$ cat config.mk
export PLATFORM = sky130hd
export DESIGN_NAME = mem_slot_arbiter
export DESIGN_NICKNAME = d
export VERILOG_FILES = /design/src/rtl/mem_slot_arbiter_pkg.sv /design/src/rtl/mem_slot_arbiter.sv
export SDC_FILE = /design/constraint.sdc
export NUM_CORES = 1
export LEC_CHECK = 0
export ABC_CLOCK_PERIOD_IN_PS = 2300
export BUFFER_PORTS_ARGS = -buffer_cell sky130_fd_sc_hd__clkbuf_2
export CAP_MARGIN = 20
export CORE_UTILIZATION = 50
export CTS_BUF_LIST = sky130_fd_sc_hd__clkbuf_8
export DETAILED_ROUTE_END_ITERATION = 6
export PLACE_DENSITY = 0.82
export SLEW_MARGIN = 30
export SYNTH_ARGS = -nofsm -noshare
export SYNTH_HDL_FRONTEND = slang
export SYNTH_SLANG_ARGS = --single-unit
$ cat constraint.sdc
create_clock -name clock -period 2.3 [get_ports clock]
set_clock_uncertainty 0.2 [all_clocks]
set_input_delay 0.115 -clock clock [delete_from_list [all_inputs] [get_ports clock]]
set_output_delay 0.115 -clock clock [all_outputs]
set_load 0.02 [all_outputs]
$ cat src/rtl/mem_slot_arbiter_pkg.sv
// Shared definitions for the RAM slot arbiter: owner encoding, frame length, slot priority.
// Define MEM_SLOT_ARB_VBLANK_CPU_EN to give the CPU first pick of every slot during vblank.
package mem_slot_arbiter_pkg;

   typedef enum logic [1:0] {
      OWN_NONE = 2'd0,
      OWN_VID  = 2'd1,
      OWN_CPU  = 2'd2
   } owner_t;

   localparam int unsigned SLOTS  = 4;
   localparam int unsigned SLOT_W = $clog2(SLOTS);

`ifdef MEM_SLOT_ARB_VBLANK_CPU_EN
   localparam bit VBLANK_CPU_EN = 1'b1;
`else
   localparam bit VBLANK_CPU_EN = 1'b0;
`endif

   // Odd slots belong to the CPU; optionally every slot does while the beam is blanked.
   function automatic logic cpu_first(input logic [SLOT_W-1:0] slot, input logic vblank);
      return slot[0] | (VBLANK_CPU_EN & vblank);
   endfunction

endpackage

$ cat src/rtl/mem_slot_arbiter.sv
// Shares one single-port synchronous RAM between video fetches and Z80 accesses in a 4-slot
// frame. Optional vblank CPU priority is enabled by MEM_SLOT_ARB_VBLANK_CPU_EN.
module mem_slot_arbiter
   import mem_slot_arbiter_pkg::*;
#(
   parameter int unsigned AW    = 16,
   parameter int unsigned RDLAT = 1
) (
   input  logic          clock,
   input  logic          reset,
   input  logic          ce,
   input  logic          vblank,
   input  logic          vidReq,
   input  logic [AW-1:0] vidA,
   output logic [7:0]    vidQ,
   output logic          vidValid,
   output logic          vidOvr,
   input  logic          cpuReq,
   input  logic          cpuWe,
   input  logic [AW-1:0] cpuA,
   input  logic [7:0]    cpuD,
   output logic [7:0]    cpuQ,
   output logic          cpuAck,
   output logic [AW-1:0] ramA,
   output logic [7:0]    ramD,
   output logic          ramWe,
   input  logic [7:0]    ramQ
);

   typedef struct packed {
      owner_t owner;
      logic   we;
   } pipe_t;

   logic [SLOT_W-1:0] slot_q;
   logic              vid_pend_q;
   logic [AW-1:0]     vid_addr_q;
   logic              cpu_served_q;
   pipe_t             pipe_q [RDLAT+1];

   logic   cpu_pend;
   owner_t grant;

   always_comb begin
      cpu_pend = cpuReq & ~cpu_served_q;
      grant    = OWN_NONE;
      if (ce) begin
         if (cpu_first(slot_q, vblank)) begin
            if (cpu_pend)        grant = OWN_CPU;
            else if (vid_pend_q) grant = OWN_VID;
         end else begin
            if (vid_pend_q)      grant = OWN_VID;
            else if (cpu_pend)   grant = OWN_CPU;
         end
      end
   end

   always_ff @(posedge clock) begin
      if (reset) begin
         slot_q       <= '0;
         vid_pend_q   <= 1'b0;
         vid_addr_q   <= '0;
         cpu_served_q <= 1'b0;
         for (int i = 0; i <= RDLAT; i++) pipe_q[i] <= '{owner: OWN_NONE, we: 1'b0};
         ramA         <= '0;
         ramD         <= '0;
         ramWe        <= 1'b0;
         vidQ         <= '0;
         vidValid     <= 1'b0;
         vidOvr       <= 1'b0;
         cpuQ         <= '0;
         cpuAck       <= 1'b0;
      end else begin
         ramWe    <= 1'b0;
         vidValid <= 1'b0;
         vidOvr   <= 1'b0;
         cpuAck   <= 1'b0;

         // SLOTS is a power of two, so the natural wrap gives the mod-4 frame.
         if (ce) slot_q <= slot_q + SLOT_W'(1);

         case (grant)
            OWN_VID: ramA <= vid_addr_q;
            OWN_CPU: begin
               ramA  <= cpuA;
               ramD  <= cpuD;
               ramWe <= cpuWe;
            end
            default: ;
         endcase

         // A request landing on the grant edge of the old one queues behind it, no overrun.
         if (vidReq) begin
            vid_pend_q <= 1'b1;
            vid_addr_q <= vidA;
            vidOvr     <= vid_pend_q & (grant != OWN_VID);
         end else if (grant == OWN_VID) begin
            vid_pend_q <= 1'b0;
         end

         if (!cpuReq)              cpu_served_q <= 1'b0;
         else if (grant == OWN_CPU) cpu_served_q <= 1'b1;

         pipe_q[0] <= '{owner: grant, we: (grant == OWN_CPU) & cpuWe};
         for (int i = 1; i <= RDLAT; i++) pipe_q[i] <= pipe_q[i-1];

         case (pipe_q[RDLAT].owner)
            OWN_VID: begin
               vidQ     <= ramQ;
               vidValid <= 1'b1;
            end
            OWN_CPU: begin
               cpuAck <= 1'b1;
               if (!pipe_q[RDLAT].we) cpuQ <= ramQ;
            end
            default: ;
         endcase
      end
   end

endmodule

---- Yosys cells after proc, flatten, opt, wreduce, memory -nomap -nowiden ----
Memories as Yosys holds them, arrays and structs flattened.
Cells that the tools add are included.
storage, ports and cells
  word-level logic and storage cells ...... 51
  flip-flop bits (word level) ............. 64
  input bits .............................. 55
  bits in writable memories ............... 6
  memories kept ........................... 1
  output and inout bits ................... 44
operators by class
  reduce and logical (&&, ||, !) cells .... 6
  equality and inequality tests ........... 5
  muxes and demuxes ....................... 16
  $add $sub $neg .......................... 1
  bitwise gates (word level) .............. 10
memory list
  name    words  width  rd ports  clocked after memory_dff  wr ports  line                    source
  pipe_q  2      3      2         0                         2         mem_slot_arbiter.sv:39  pipe_t pipe_q [RDLAT+1];
operators with widths
  cell                                                    number
  case mux 16 bit (2 select lines)                        1
  two-way mux 2 bit                                       5
  two-way mux 1 bit                                       8
  two-way mux 3 bit                                       2
  OR reduction 2 bit                                      3
  inverter 1 bit                                          5
  equality test 2 x 1 -> 1 bit (second input constant)    2
  equality test 2 bit (second input constant)             2
  nonzero test 2 bit                                      2
  bitwise AND 1 bit                                       3
  adder 2 x 1 -> 2 bit (second input constant)            1
  inequality test 2 x 1 -> 1 bit (second input constant)  1
  OR 1 bit                                                2
  AND reduction 2 bit                                     1

---- Longest topological paths before layout ----
Gate-level depths: netlist (run 1).
  depth in word-level cells ............... 9
  gate-level depth with buffers ........... 9
  mapped depth without buffers ............ 7

---- Least setup slack after synthesis (run 1) ----
Ideal clock, no wire load.
  kind .................................... reg-to-reg
  start ................................... register vid_pend_q
  end ..................................... register ramA[10]
  stages on the path, launching flop included .. 10
  setup slack ............................. 0.344 ns
  library setup time ...................... 0.114 ns
  data arrival time ....................... 1.642 ns
  data required time ...................... 1.986 ns
  path through ............................ dfxtp_1 nor2b_1 nor3b_1 and2_1 ha_1 buf_6 buf_12 mux2i_1 o21ai_0 and2b_1
RTL lines
  what                                                                           line                    source
  start, declared                                                                mem_slot_arbiter.sv:36  logic vid_pend_q;
  start signal, assigned                                                         mem_slot_arbiter.sv:61  vid_pend_q <= 1'b0;
  start signal, assigned                                                         mem_slot_arbiter.sv:94  vid_pend_q <= 1'b1;
  start signal, assigned                                                         mem_slot_arbiter.sv:98  vid_pend_q <= 1'b0;
  two-way mux 2 bit (*)                                                          mem_slot_arbiter.sv:52  if (vid_pend_q) grant = OWN_VID;
  two-way mux 2 bit (*)                                                          mem_slot_arbiter.sv:48  if (cpu_first(slot_q, vblank)) begin
  two-way mux 2 bit (*)                                                          mem_slot_arbiter.sv:47  if (ce) begin
  named net grant[1]                                                             mem_slot_arbiter.sv:42  owner_t grant;
  equality test 2 bit / equality test 2 x 1 -> 1 bit (equally long branches)     mem_slot_arbiter.sv:82  case (grant)
  case mux 16 bit (2 select lines) / nonzero test 2 bit (equally long branches)  n/a
  end signal, assigned                                                           mem_slot_arbiter.sv:83  OWN_VID: ramA <= vid_addr_q;
  end signal, assigned                                                           mem_slot_arbiter.sv:85  ramA <= cpuA;
  end, declared                                                                  mem_slot_arbiter.sv:24  output logic [AW-1:0] ramA,
The timed path passes the listed nets; every way through them passes the cells marked *.
A chain may end at the register's enable or synchronous reset.

---- Final worst setup path (run 1) ----
  start ................................... register vid_pend_q
  end ..................................... register ramA[9]
The elaborated chain is that of the path after synthesis.

==> impl_metrics.yaml, run 1 <==
status:
  status: "completed"
global_route:
  antenna_found_initial: 0
  grt_pass1_vias: 2354
  overflow: 0
  grt_util_all_layers_pct: 25.0
  grt_max_degree: 29
  grt_pass1_wl_um: 10300
sta:
  tns_ns: 0
  fmax_mhz: 481
  hold_violations: 0
  worstMarginPinSlew_ns: 0.604
  slew_headroom_pct: 59.8
  setup_violations: 0
  rsz0062_at_grt: "false"
  drv_slew: 0
  fin_crit_ns: 2.08
  fin_crit_sh_pct: 90.5
pwr:
  pwr-share-clk_pct: 34.3
  leakage_nw: 1.74
  powerDensity_nw_per_um2: 654
  p_switching_w: 0.000652
  swShare_pct: 26.1
  p_int_w: 0.00185
  power_frac_comb_pct: 14.8
  pwr-share-seq_pct: 51.0
  ir_drop_mv: 0.517
  finalPower_w: 0.00250
floorplan:
  start_util_pct: 52.2
  num_io_pins: 99
  std_cell_rows: 26
  die_h_um: 75.0
  coreArea_um2: 5110
  die_area_um2: 5620
  die_x_um: 75.0
cts:
  clock_latency_ns: 0.33
  cts_buffer_depth: 2
  cts_buffers: 9
  cts.sinks: 69
  htree_num_levels: 3
  cts_tree: "built"
  path_clk_slew_ns: 0.07
  cts_root_buf: "clkbuf_8"
finish:
  area_delta_synth_final_pct: 43.4
  drive_gt1_share_pct: 28.7
  fin_nets: 478
  num_antenna_cells: 0
worst_setup_path:
  critPathMaxFanout: 16
  crit_buf_inv: 1
  critPathLaunch: "vid_pend_q$_SDFFE_PP0P_"
  crit_path_cell_trace: "nor2b_1 -> nor3b_2 -> and2_1 -> ha_1 -> buf_12 -> mux2i_1 -> o21ai_0 -> and2b_1"
  reg2reg_from: "vid_pend_q$_SDFFE_PP0P_"
  cp_slowest_stage_delay_ns: 0.35
  worstPathArrival_ns: 2.12
  cp-start-kind: "register"
  end_kind: "register"
  crit_family: "simple AND/OR/NAND/NOR gates"
  crit_path_top_delay_cell: "dfxtp_1"
  crit_type: "register to register"
  crit_required_ns: 2.34
yosys:
  synth_nets: 336
  ys_types: 28
  async_flop_share_pct: 0
  ys_ff_latch: 69
  netlist_area_um2: 2660
  seq_area_frac_synth_pct: 51.9
  synth_top_flop_cell: "dfxtp_1"
  netlist_instances: 278
  synth.yosys.warnings: 0
  synth_edf_count: 0
  synth_area_per_cell_um2: 9.58
routing:
  drc_errors: 0
  vias: 2407
  wl_met2_um: 3700
  wl_per_cell_um: 13.8
  dr.pass1.iters: 4
  vias_per_cell: 4.86
  wl_met3_um: 332
  top_layer_used: "met4"
  drtAntennaViolNets: 0
  wirelength_um: 6820
  drt_iter0_markers: 98
  met1_length_um: 2610
place:
  gp_congestion: 0.746
  portBuffers: 97
  post-dp-hpwl_um: 3970
job:
  drv_cap: 0
hold_path:
  hp-class: "input port to register"
  worstHoldStart: "cpuA[3]"
-- layout make-up --
cell class	count	area, µm²
Fill cell	352	1290
Timing Repair Buffer	149	1000
Clock buffer	10	138
Clock inverter	6	38.8
Multi-Input combinational cell	189	1160
Inverter	2	7.51
Sequential cell	69	1380
Tap cell	70	87.6
-- synthesized netlist by cell type, types with 2 or more instances --
cell type	instances	share of area, %
a21oi_1	17	3.2
o21ai_0	12	2.3
nor2_1	28	3.9
clkbuf_1	5	0.70
nor3b_1	3	0.85
inv_1	2	0.28
buf_4	2	0.56
nor2b_1	14	3.3
ha_1	3	1.4
buf_2	8	1.5
nand2_1	49	6.9
and2b_1	6	1.7
o21ai_1	4	0.75
and3b_1	3	0.99
dfxtp_1	69	52
buf_6	2	0.85
mux2i_1	40	15
-- cells in the final DEF (no fill, tap or decap) --
cell           instances
mux2i_1               40
buf_12                 1
nor2_1                28
o21ai_1                4
or3b_1                 1
dfxtp_1               69
clkinv_2               3
a21oi_1               17
clkbuf_8              10
nor4bb_1               1
dlygate4sd3_1         46
ha_1                   3
or2b_1                 1
o21ai_0               12
and3b_1                3
and2_1                 1
buf_4                  5
xnor2_1                1
and2b_1                6
nor3b_1                2
inv_1                  2
clkinvlp_4             2
and2b_2                1
nand3b_1               1
nor2b_1               14
and4b_1                1
clkinv_4               1
nor3b_2                2
nand3_1                1
nand2_1               49
clkbuf_2              97
-- path summary, 6_finish.rpt --
kind,cells past startpoint,slack [ns],end
max,8,0.22,ramA[9]$_SDFFE_PP0P_
min,4,0.02,ramA[3]$_SDFFE_PP0P_
max reg2reg,8,0.22,ramA[9]$_SDFFE_PP0P_
min reg2reg,1,0.24,pipe_q[0][4]$_SDFF_PP0_
-- power groups by stage --
stage          clock, W  combinational, W  sequential (W)
2_1_floorplan         0          0.000163         0.00133
3_3_place_gp          0          0.000289         0.00130
3_5_place_dp          0          0.000298         0.00130
4_1_cts        0.000876          0.000361         0.00127
5_1_grt        0.000929          0.000403         0.00128
6_report       0.000856          0.000369         0.00127
-- registers in the layout, indices dropped and copies added (netlist names), 6 cells and up --
| signal | flops |
|---|---|
| cpuQ | 8 |
| pipe_q | 6 |
| ramA | 16 |
| ramD | 8 |
| vidQ | 8 |
| vid_addr_q | 16 |
-- worst min-delay path, delay by kind of cell --
| family | cells | cell delay [ns] |
|---|---|---|
| buffers and inverters | 1 | 0.07 |
| and+or+nand+nor | 1 | 0.12 |
| AOI/OAI and AO/OA | 1 | 0.16 |
| muxes | 1 | 0.05 |
-- stage by stage --
step                instances  setup WS [ns]  hold slack, ns  cell area, µm²  util, %
finish                    495          0.219          0.0177            3820     74.8
global route              495         0.0942          0.0261            3820     74.8
CTS                       495         0.0930         0.00117            3810     74.7
detailed placement        433         0.0976           0.160            3180     62.2
global placement          433          0.280           0.150            3180     62.2
floorplan                 278          0.344        -0.00748            2660        -
-- kinds of logic after synthesis --
kind of cell | after synthesis | synth area share, %
fa+ha+maj | 3 | 1.41
buf+inv | 20 | 4.65
flops | 69 | 51.9
xor+xnor | 1 | 0.329
simple gates | 112 | 20.5
mux | 40 | 15.0
compound gates | 33 | 6.20
-- metal layers --
| layer | global-route usage (%) | vias to the layer above |
|---|---|---|
| li1 | - | 1197 |
| met1 | 24.5 | 1117 |
| met2 | 46.7 | 74 |
| met3 | 8.17 | 19 |
| met4 | 13.0 | 0 |
| met5 | 0 | - |
-- timing repair --
item,CTS,global route
hold buffers,46,0
setup endpoints to repair,0,4
gates resized for setup,0,1
endpoints found under the hold margin,57,0
buffers inserted,0,0
(Power assumes the default switching activity.)
==> run 2, diff against run 1 <==
--- a/config.mk
+++ b/config.mk
@@ -8,10 +8,9 @@
 export ABC_CLOCK_PERIOD_IN_PS = 2300
 export BUFFER_PORTS_ARGS = -buffer_cell sky130_fd_sc_hd__clkbuf_2
 export CAP_MARGIN = 20
-export CORE_UTILIZATION = 50
-export CTS_BUF_LIST = sky130_fd_sc_hd__clkbuf_8
+export CORE_UTILIZATION = 48
 export DETAILED_ROUTE_END_ITERATION = 6
-export PLACE_DENSITY = 0.82
+export PLACE_DENSITY = 0.79
 export SLEW_MARGIN = 30
 export SYNTH_ARGS = -nofsm -noshare
 export SYNTH_HDL_FRONTEND = slang
==> constraint.sdc (replaced) <==
create_clock -name clock -period 2.3 [get_ports clock]
set_clock_uncertainty 0.2 [all_clocks]
set_input_delay 0.23 -clock clock [delete_from_list [all_inputs] [get_ports clock]]
set_output_delay 0.23 -clock clock [all_outputs]
set_load 0.02 [all_outputs]
==> run 2 against run 1 <==
Wire length decreased by 11%. Clock-buffer cell count unchanged. Combinational power decreased by 6.5%. Via count decreased by 3.7%. Setup slack got worse by 0.069 ns. Hold slack improved by 0.010 ns. Global-route usage decreased by 3.0 points. Critical endpoint is now ramA[10]$_SDFFE_PP0P_. Flip-flop and latch count unchanged. Die area increased by 4.1%.
==> impl_metrics.yaml, run 2 (synthesized netlist as in run 1, its figures left out) <==
floorplan:
  die_h_um: 76.5
  die_area_um2: 5850
  coreArea_um2: 5240
  std_cell_rows: 26
  die_x_um: 76.5
  start_util_pct: 50.9
  num_io_pins: 99
routing:
  vias: 2317
  wirelength_um: 6080
  vias_per_cell: 4.81
  dr.pass1.iters: 4
  drtAntennaViolNets: 0
  drc_errors: 0
  wl_per_cell_um: 12.6
  drt_iter0_markers: 81
place:
  post-dp-hpwl_um: 3890
  portBuffers: 97
  pre_cts_ws_ns: 0.160
  gp_congestion: 0.744
  dpl-instance-area_um2: 3180
job:
  drv_cap: 0
sta:
  hold_slack_ns: 0.0280
  hold_violations: 0
  drv_slew: 0
  setup_slack_ns: 0.150
  setup_violations: 0
  fmax_mhz: 465
  fin_crit_ns: 2.15
  tns_ns: 0
  slew_headroom_pct: 59.6
  worstMarginPinSlew_ns: 0.606
  fin_crit_sh_pct: 93.5
worst_setup_path:
  cp-start-kind: "input port"
  critPathMaxFanout: 16
  crit_type: "input port to register"
  r2r_end: "ramA[10]$_SDFFE_PP0P_"
  end_kind: "register"
  crit_required_ns: 2.33
  rrSetupSlack_ns: 0.24
  reg2reg_from: "vid_pend_q$_SDFFE_PP0P_"
  worstPathArrival_ns: 2.18
  reg2reg_depth: 8
global_route:
  grt_pass1_wl_um: 10100
  antenna_found_initial: 0
  grtUsageMet2_pct: 41.6
  overflow: 0
  grt_util_all_layers_pct: 22.0
  grt_pass1_vias: 2303
  top_usage_layer: "met2"
  groute.layer.met1.usage_pct: 22.3
  grt_max_degree: 39
  use_met3_pct: 6.47
finish:
  area_delta_synth_final_pct: 40.0
  fillers: 383
  top_regs: "ramA (16), vid_addr_q (16)"
  fin_nets: 465
  drive_gt1_share_pct: 29.4
  layout_common_cells: "clkbuf_2, dfxtp_1, nand2_1"
  final_cell_area_um2: 3730
  layout_commonest_cell: "clkbuf_2"
  num_antenna_cells: 0
cts:
  htree_num_levels: 3
  path_clk_slew_ns: 0.07
  cts.sinks: 69
  clock_latency_ns: 0.32
  cts_buffer_depth: 2
  cts_setup_buffers: 0
  cts_buffers: 9
  cts_root_buf: "clkbuf_8"
  cts_tree: "built"
pwr:
  powerDensity_nw_per_um2: 694
  ir_drop_mv: 0.436
  leakage_nw: 1.70
  finalPower_w: 0.00259
hold_path:
  worstHoldStart: "ce"
  hp-class: "input port to register"
  whs_path_depth: 3
  min_to: "slot_q[0]$_SDFFE_PP0P_"
status:
  status: "completed"
## run 2: cell count changes in the layout (fill, tap and decap cells not counted)
cell,change
clkinv_2,-1
clkinvlp_4,+1
bufinv_16,+1
buf_4,-2
dlygate4sd3_1,-12
buf_12,+1
clkinv_4,-1
## run 2: critical path: stages
cell and delay [ns]:
dlygate4sd3_1 0.54, clkbuf_2 0.13, nor3b_2 0.23, and2_1 0.19, ha_1 0.20, buf_12 0.18, mux2i_1 0.20, o21ai_0 0.10
and2b_1 0.17
## run 2: metal layers
metal  vias up  wire length (µm)  share of wire (%)
li1       1171                 -                  -
met1      1066              2500                 41
met2        69              3190                 52
met3        11               302                5.0
met4         0                92                1.5
met5         -                 0                  0
## run 2: how the worst max path moves through the flow
stage / startpoint / end / slack [ns] / cells past startpoint
after floorplan: vid_pend_q$_SDFFE_PP0P_ / ramA[10]$_SDFFE_PP0P_ / 0.34 / 9
after global placement: vid_pend_q$_SDFFE_PP0P_ / ramA[3]$_SDFFE_PP0P_ / 0.23 / 8
after detailed placement: vid_pend_q$_SDFFE_PP0P_ / ramA[9]$_SDFFE_PP0P_ / 0.16 / 8
after CTS: cpuReq / ramA[9]$_SDFFE_PP0P_ / 0.07 / 9
after global routing: cpuReq / ramA[10]$_SDFFE_PP0P_ / -0.006 / 9
final: cpuReq / ramA[10]$_SDFFE_PP0P_ / 0.15 / 9
## run 2: cell type report
class                      count  area [µm²]  share of cell area (%)
tap                           70        87.6                    2.35
multi-input combinational    189        1160                    31.2
inverter                       2        7.51                   0.201
sequential                    69        1380                    37.0
clock inverter                 6        62.6                    1.68
clock buffer                  10         138                    3.69
timing repair buffer         136         888                    23.8
## run 2: repair_timing
item	in CTS	in global routing
endpoints found under the hold margin	43	0
setup endpoints to repair	0	16
resized for setup	0	1
hold buffers	34	0
## run 2: report_power, final
| part | total (W) | switching, W | internal (W) |
|---|---|---|---|
| Clock | 0.000971 | 0.000445 | 0.000526 |
| Combinational | 0.000345 | 0.000173 | 0.000172 |
| Sequential | 0.00127 | 0.0000270 | 0.00124 |
## run 2: through the flow
step	util (%)	instances
floorplan	-	278
global placement	60.8	432
detailed placement	60.8	432
CTS	71.1	482
global route	71.2	482
finish	71.2	482
